### config.mk
export PLATFORM = sky130hd
export DESIGN_NAME = cpu_do_writer
export DESIGN_NICKNAME = d
export VERILOG_FILES = /design/src/rtl/cpu_do_writer_pkg.sv /design/src/rtl/cpu_do_writer_s100_write_timer.sv /design/src/rtl/cpu_do_writer.sv
export SDC_FILE = /design/constraint.sdc
export NUM_CORES = 1
export LEC_CHECK = 0
export ABC_AREA = 1
export CELL_PAD_IN_SITES_DETAIL_PLACEMENT = 1
export CELL_PAD_IN_SITES_GLOBAL_PLACEMENT = 1
export CORE_ASPECT_RATIO = 1.2
export CORE_MARGIN = 3
export CORE_UTILIZATION = 35
export DETAILED_ROUTE_END_ITERATION = 6
export PLACE_DENSITY_LB_ADDON = 0.05
export SYNTH_ARGS = -nofsm -noshare
export SYNTH_HDL_FRONTEND = slang
export SYNTH_SLANG_ARGS = --single-unit
### constraint.sdc
create_clock -name clock -period 2.6 [get_ports clock]
set_clock_uncertainty 0.2 [all_clocks]
set_input_delay 0.78 -clock clock [delete_from_list [all_inputs] [get_ports clock]]
set_output_delay 0.78 -clock clock [all_outputs]
set_load 0.02 [all_outputs]
### src/rtl/cpu_do_writer_pkg.sv
// Shared types and defaults for the Z80 data-out writer.
// Holds FSM/target encodings, default S-100 timing and small constant helpers.
package cpu_do_writer_pkg;

    typedef enum logic [2:0] {
        IDLE,
        SETUP,
        STROBE,
        HOLD,
        DONE
    } state_e;

    typedef enum logic [2:0] {
        T_NONE,
        T_RAM,
        T_LED,
        T_S100IO,
        T_S100MEM
    } target_e;

    localparam int DEF_SETUP_CYCLES  = 2;
    localparam int DEF_STROBE_CYCLES = 4;
    localparam int DEF_HOLD_CYCLES   = 2;

    function automatic int max3(input int a, input int b, input int c);
        int m;
        m = (a > b) ? a : b;
        return (m > c) ? m : c;
    endfunction

    // A chip select only counts when the Z80 cycle type matches it.
    function automatic target_e pick_target(
        input logic is_mem,
        input logic is_io,
        input logic sel_ram,
        input logic sel_led,
        input logic sel_out,
        input logic sel_mem
    );
        if (is_mem && sel_ram) return T_RAM;
        if (is_io  && sel_led) return T_LED;
        if (is_io  && sel_out) return T_S100IO;
        if (is_mem && sel_mem) return T_S100MEM;
        return T_NONE;
    endfunction

endpackage

### src/rtl/cpu_do_writer_s100_write_timer.sv
// Loadable down-counter with a zero flag, shared by the S-100 setup/strobe/hold phases.
// Load takes effect on the next edge; decrement saturates at zero.
module cpu_do_writer_s100_write_timer #(
    parameter int CW = 3
) (
    input  logic          clock,
    input  logic          reset,
    input  logic          load_i,
    input  logic [CW-1:0] load_val_i,
    input  logic          dec_i,
    output logic          zero_o
);

    logic [CW-1:0] count_q;
    logic [CW-1:0] count_d;

    always_comb begin
        count_d = count_q;
        if (load_i) begin
            count_d = load_val_i;
        end else if (dec_i && (count_q != '0)) begin
            count_d = count_q - CW'(1);
        end
    end

    always_ff @(posedge clock) begin
        if (reset) begin
            count_q <= '0;
        end else begin
            count_q <= count_d;
        end
    end

    assign zero_o = (count_q == '0);

endmodule

### src/rtl/cpu_do_writer.sv
// Routes Z80 write data to on-chip RAM, the LED port, or a timed S-100 write cycle.
// On-chip targets complete in one clock; S-100 writes hold WAIT low for SETUP+STROBE+HOLD clocks.
module cpu_do_writer
    import cpu_do_writer_pkg::*;
#(
    parameter int SETUP_CYCLES  = DEF_SETUP_CYCLES,
    parameter int STROBE_CYCLES = DEF_STROBE_CYCLES,
    parameter int HOLD_CYCLES   = DEF_HOLD_CYCLES
) (
    input  logic       clock,
    input  logic       reset,
    input  logic [7:0] cpuDataOut,
    input  logic       cpu_mreq_n,
    input  logic       cpu_iorq_n,
    input  logic       cpu_wr_n,
    input  logic       ram_cs,
    input  logic       ledPort_cs,
    input  logic       outPort_cs,
    input  logic       s100Mem_cs,
    output logic [7:0] ramWriteData,
    output logic       ram_we,
    output logic [7:0] ledOut,
    output logic [7:0] s100DataOut,
    output logic       s100_sOUT,
    output logic       s100_sMWRT,
    output logic       s100_pWR,
    output logic       cpu_wait_n,
    output logic       busy
);

    localparam int CW = $clog2(max3(SETUP_CYCLES, STROBE_CYCLES, HOLD_CYCLES)) + 1;
    localparam logic [CW-1:0] SETUP_LD  = CW'(SETUP_CYCLES - 1);
    localparam logic [CW-1:0] STROBE_LD = CW'(STROBE_CYCLES - 1);
    localparam logic [CW-1:0] HOLD_LD   = CW'(HOLD_CYCLES - 1);

    logic    wr_req;
    logic    wr_req_q;
    logic    trigger;
    target_e tgt;

    state_e  state_q, state_d;

    logic          tmr_load;
    logic          tmr_dec;
    logic [CW-1:0] tmr_val;
    logic          tmr_zero;

    logic [7:0] cap_dat_q, cap_dat_d;
    logic [7:0] led_q, led_d;
    logic [7:0] do_q, do_d;
    logic       ram_we_q, ram_we_d;
    logic       sout_q, sout_d;
    logic       smwrt_q, smwrt_d;
    logic       pwr_q, pwr_d;
    logic       wait_n_q, wait_n_d;

    assign wr_req  = !cpu_wr_n && (!cpu_mreq_n || !cpu_iorq_n);
    assign trigger = wr_req && !wr_req_q;
    assign tgt     = pick_target(!cpu_mreq_n, !cpu_iorq_n,
                                 ram_cs, ledPort_cs, outPort_cs, s100Mem_cs);

    always_ff @(posedge clock) begin
        if (reset) begin
            state_q  <= IDLE;
            wr_req_q <= 1'b0;
        end else begin
            state_q  <= state_d;
            wr_req_q <= wr_req;
        end
    end

    always_comb begin
        state_d  = state_q;
        tmr_load = 1'b0;
        tmr_dec  = 1'b0;
        tmr_val  = '0;
        unique case (state_q)
            IDLE: begin
                if (trigger) begin
                    case (tgt)
                        T_S100IO, T_S100MEM: begin
                            state_d  = SETUP;
                            tmr_load = 1'b1;
                            tmr_val  = SETUP_LD;
                        end
                        default: state_d = DONE;
                    endcase
                end
            end
            SETUP: begin
                if (tmr_zero) begin
                    state_d  = STROBE;
                    tmr_load = 1'b1;
                    tmr_val  = STROBE_LD;
                end else begin
                    tmr_dec = 1'b1;
                end
            end
            STROBE: begin
                if (tmr_zero) begin
                    state_d  = HOLD;
                    tmr_load = 1'b1;
                    tmr_val  = HOLD_LD;
                end else begin
                    tmr_dec = 1'b1;
                end
            end
            HOLD: begin
                if (tmr_zero) begin
                    state_d = DONE;
                end else begin
                    tmr_dec = 1'b1;
                end
            end
            DONE: begin
                // One action per Z80 write: wait for the request to drop before re-arming.
                if (!wr_req) state_d = IDLE;
            end
            default: state_d = IDLE;
        endcase
    end

    always_comb begin
        cap_dat_d = cap_dat_q;
        led_d     = led_q;
        do_d      = do_q;
        ram_we_d  = 1'b0;
        sout_d    = sout_q;
        smwrt_d   = smwrt_q;
        pwr_d     = pwr_q;
        wait_n_d  = wait_n_q;
        unique case (state_q)
            IDLE: begin
                if (trigger) begin
                    cap_dat_d = cpuDataOut;
                    case (tgt)
                        T_RAM:     ram_we_d = 1'b1;
                        T_LED:     led_d    = cpuDataOut;
                        T_S100IO: begin
                            do_d     = cpuDataOut;
                            sout_d   = 1'b1;
                            wait_n_d = 1'b0;
                        end
                        T_S100MEM: begin
                            do_d     = cpuDataOut;
                            smwrt_d  = 1'b1;
                            wait_n_d = 1'b0;
                        end
                        default: ;
                    endcase
                end
            end
            SETUP:  if (tmr_zero) pwr_d = 1'b1;
            STROBE: if (tmr_zero) pwr_d = 1'b0;
            HOLD: begin
                if (tmr_zero) begin
                    sout_d   = 1'b0;
                    smwrt_d  = 1'b0;
                    wait_n_d = 1'b1;
                end
            end
            default: ;
        endcase
    end

    always_ff @(posedge clock) begin
        if (reset) begin
            cap_dat_q <= 8'h00;
            led_q     <= 8'h00;
            do_q      <= 8'h00;
            ram_we_q  <= 1'b0;
            sout_q    <= 1'b0;
            smwrt_q   <= 1'b0;
            pwr_q     <= 1'b0;
            wait_n_q  <= 1'b1;
        end else begin
            cap_dat_q <= cap_dat_d;
            led_q     <= led_d;
            do_q      <= do_d;
            ram_we_q  <= ram_we_d;
            sout_q    <= sout_d;
            smwrt_q   <= smwrt_d;
            pwr_q     <= pwr_d;
            wait_n_q  <= wait_n_d;
        end
    end

    cpu_do_writer_s100_write_timer #(
        .CW (CW)
    ) u_s100_write_timer (
        .clock      (clock),
        .reset      (reset),
        .load_i     (tmr_load),
        .load_val_i (tmr_val),
        .dec_i      (tmr_dec),
        .zero_o     (tmr_zero)
    );

    assign ramWriteData = cap_dat_q;
    assign ram_we       = ram_we_q;
    assign ledOut       = led_q;
    assign s100DataOut  = do_q;
    assign s100_sOUT    = sout_q;
    assign s100_sMWRT   = smwrt_q;
    assign s100_pWR     = pwr_q;
    assign cpu_wait_n   = wait_n_q;
    assign busy         = (state_q != IDLE);

endmodule

==> metrics.md <==
| Metric | Value |
|---|---|
| Status | finished, final reports clean |
| CP endpoint kind | output port |
| Clock-pin transition on the worst setup and hold timing paths | 0.07 ns |
| # fillers | 556 |
| Slew Limit Fails | 0 |
| CP max stage cell | clkdlybuf4s50_1 |
| Initial DRC Count | 35 |
| DIE HEIGHT | 80.36 um |
| Fin util | 51.58% |
| Placer Congestion | 0.7491 |
| Worst Path Arrival | 1.25 ns |
| Wirelength per Cell | 12.53 um |
| WP data required | 1.62 ns |
| Gr ovfl total | 0 |
| Overall routing resource usage | 17.35% |
| YS warnings | 0 |
| Ratio of cells with drive above 1 in the final layout | 9.559% |
| Final Total Pwr | 2.075 mW |
| Slew margin rel. | 65.70% |
| Worst vdd ir | 0.5385 mV |
| EDFF count, synth | 0 |
| Critical Path Max Stage Delay | 0.63 ns |
| Crit-path leading delay family | buffers and inverters |
| Worst Tran Pin Value | 0.5139 ns |
| Max-Cap Viols | 0 |
| Register area share after synthesis | 44.69% |
| Num CTS Buffers | 5 |
| Starting density of the core | 37.00% |
| Setup_tns | 0 ns |
| Core area | 0.004359 mm^2 |
| Vias per cell | 4.771 |
| Synthesized cell area | 0.001613 mm^2 |
| Longest Clk Path Bufs | 2 |
| Gate Count Post-Synth | 220 |
| DR vias | 1565 |
| Leakage | 0.9971 nW |
| Number of core rows | 26 |
| Post-CTS setup buffer count | 0 |
| CP max FO | 2 |
| I/O pin cnt | 47 |
| Final period util | 85.69% |
| H-tree Lvls | 2 |
| Syn Area/Cell | 7.331 um^2 |
| Power Dens Cells | 922.9 mW/mm^2 |
| Yosys top cell by area | dfxtp_1 |
| First-pass GRT wire length | 7.155 mm |
| WL final | 4.110 mm |
| Post-route ant nets | 0 |
| Largest net degree at the start of global routing | 21 |
| Post-synth cell types | 23 |
| Final nets | 290 |
| Synth top area cells | dfxtp_1 45%, nor2_1 10%, nand2_1 9.1%, o21ai_0 5.6%, inv_1 5.4% |
| IO Port Bufs | 46 |
| Asr flop ratio synth | 0% |
| # setup viols final | 0 |
| Hold slack | 0.2497 ns |
| Detailed-router iteration count before antenna repair | 4 |
| Cts hold-fix bufs | 0 |
| Top FF cell, synth | dfxtp_1 |
| Most frequent cell after synthesis | nor2_1 |
| Final Hold Violating Endpoints | 0 |
| DRC viols | 0 |
| RSZ-0062 raised after global routing | no |
| Die area | 0.005462 mm^2 |
| Minimum clock period | 2.228 ns |
| Worst skew pair latency | 0.29 ns |
| Critical path class | reg -> out |
| Synth top cells by count | 44 x nor2_1, 39 x nand2_1, 36 x dfxtp_1 |
| CP startpoint kind | flop |
| CTS tree | done |
| Vias in the first global route | 1605 |
| Syn-to-layout area delta | 39.41% |
| ANT cells | 0 |
| FMAX | 448.8 MHz |
| Post-synth top area share | 44.69% |
| #FFs+latches synth | 36 |
| Hold WC Path Type | reg -> reg |
| Dpl hpwl | 3.248 mm |
| Die width | 67.97 um |
| Synthesized net count | 239 |
| CTS sink count | 36 |
| Clock Tree Root | clkbuf_8 |
| Antenna violations before repair | 0 |
| Buf/Inv on CP | 1 |
| Cell chain of the critical path | clkdlybuf4s50_1 |
-- stage by stage --
step                instance area [um^2]  setup WS (ns)  std cells
floorplan                           1613         0.7067        220
global placement                    2135         0.1248        320
detailed placement                  2135         0.1221        320
CTS                                 2246        0.04262        328
global route                        2248         0.2891        328
finish                              2248         0.3720        328
-- timing repair --
action	4_1_cts	5_1_grt
gates resized for setup	0	1
setup endpoints to repair	0	1
hold endpoints to repair	0	0
-- worst reg2reg max path, cell delays in order (launching register included) --
cell,delay [ns]
dfxtp_1,0.35
nor2_2,0.15
inv_2,0.07
nor2_4,0.08
buf_4,0.21
nand2_4,0.15
nor2_8,0.16
inv_2,0.10
nor2_1,0.10
nor2_1,0.05
-- registers in the layout, summed over array words and instances (netlist names) --
signal                      flops
ledOut                          8
ramWriteData                    8
s100DataOut                     8
state_q                         3
u_s100_write_timer.count_q      3
cpu_wait_n                      1
ram_we                          1
s100_pWR                        1
s100_sMWRT                      1
s100_sOUT                       1
wr_req_q                        1
-- area by class of cell --
cell class / instances / area [um^2] / area share [%]
clock inverters: 3 / 42.54 / 1.892
multi-input cells: 151 / 748.2 / 33.28
inverters: 26 / 97.59 / 4.341
clock buffers: 5 / 68.82 / 3.061
repair buffers: 51 / 500.5 / 22.26
well taps: 56 / 70.07 / 3.116
flip-flops and latches: 36 / 720.7 / 32.05
-- power breakdown --
| group | internal, mW | switching [mW] |
|---|---|---|
| combinational | 0.348 | 0.520 |
| clock | 0.284 | 0.206 |
| sequential | 0.654 | 0.0636 |
| total | 1.29 | 0.789 |
-- per-layer routing --
| layer | up-vias | GRT usage, % | share of wire [%] |
|---|---|---|---|
| met3 | 6 | 4.476 | 5.0 |
| li1 | 800 | - | - |
| met1 | 725 | 18.32 | 43 |
| met5 | - | 0 | 0 |
| met4 | 0 | 5.368 | 1.5 |
| met2 | 34 | 32.40 | 50 |
-- worst paths after layout --
check	slack, ns	end	startpoint	cells after the start
hold / removal	0.25	s100_sMWRT	s100_sMWRT	2
hold reg to reg	0.25	s100_sMWRT	s100_sMWRT	2
setup / recovery	0.37	s100DataOut[5]	s100DataOut[5]	1
setup reg to reg	0.87	ledOut[1]	state_q[0]	9
-- cells in the final DEF (no fill, tap or decap), drive strengths merged --
cell type,n
a21oi,14
buf,5
bufinv,1
clkbuf,5
clkdlybuf4s50,45
clkinv,1
clkinvlp,1
dfxtp,36
dlymetal6s2s,1
ha,2
inv,26
nand2,43
nand3,13
nand3b,2
nand4,8
nor2,49
nor3,1
o21ai,18
xor2,1
-- logic make-up (layout without fill, tap and decap cells) --
| group | Yosys count | count (layout) | synth area share, % |
|---|---|---|---|
| compound gates | 32 | 32 | 9.931 |
| xor+xnor | 1 | 1 | 0.5432 |
| fa+ha+maj | 2 | 2 | 1.551 |
| buf+inv | 33 | 85 | 8.921 |
| flops | 36 | 36 | 44.69 |
| simple gates | 116 | 116 | 34.37 |
No activity file was read; power rests on OpenSTA's default activity.
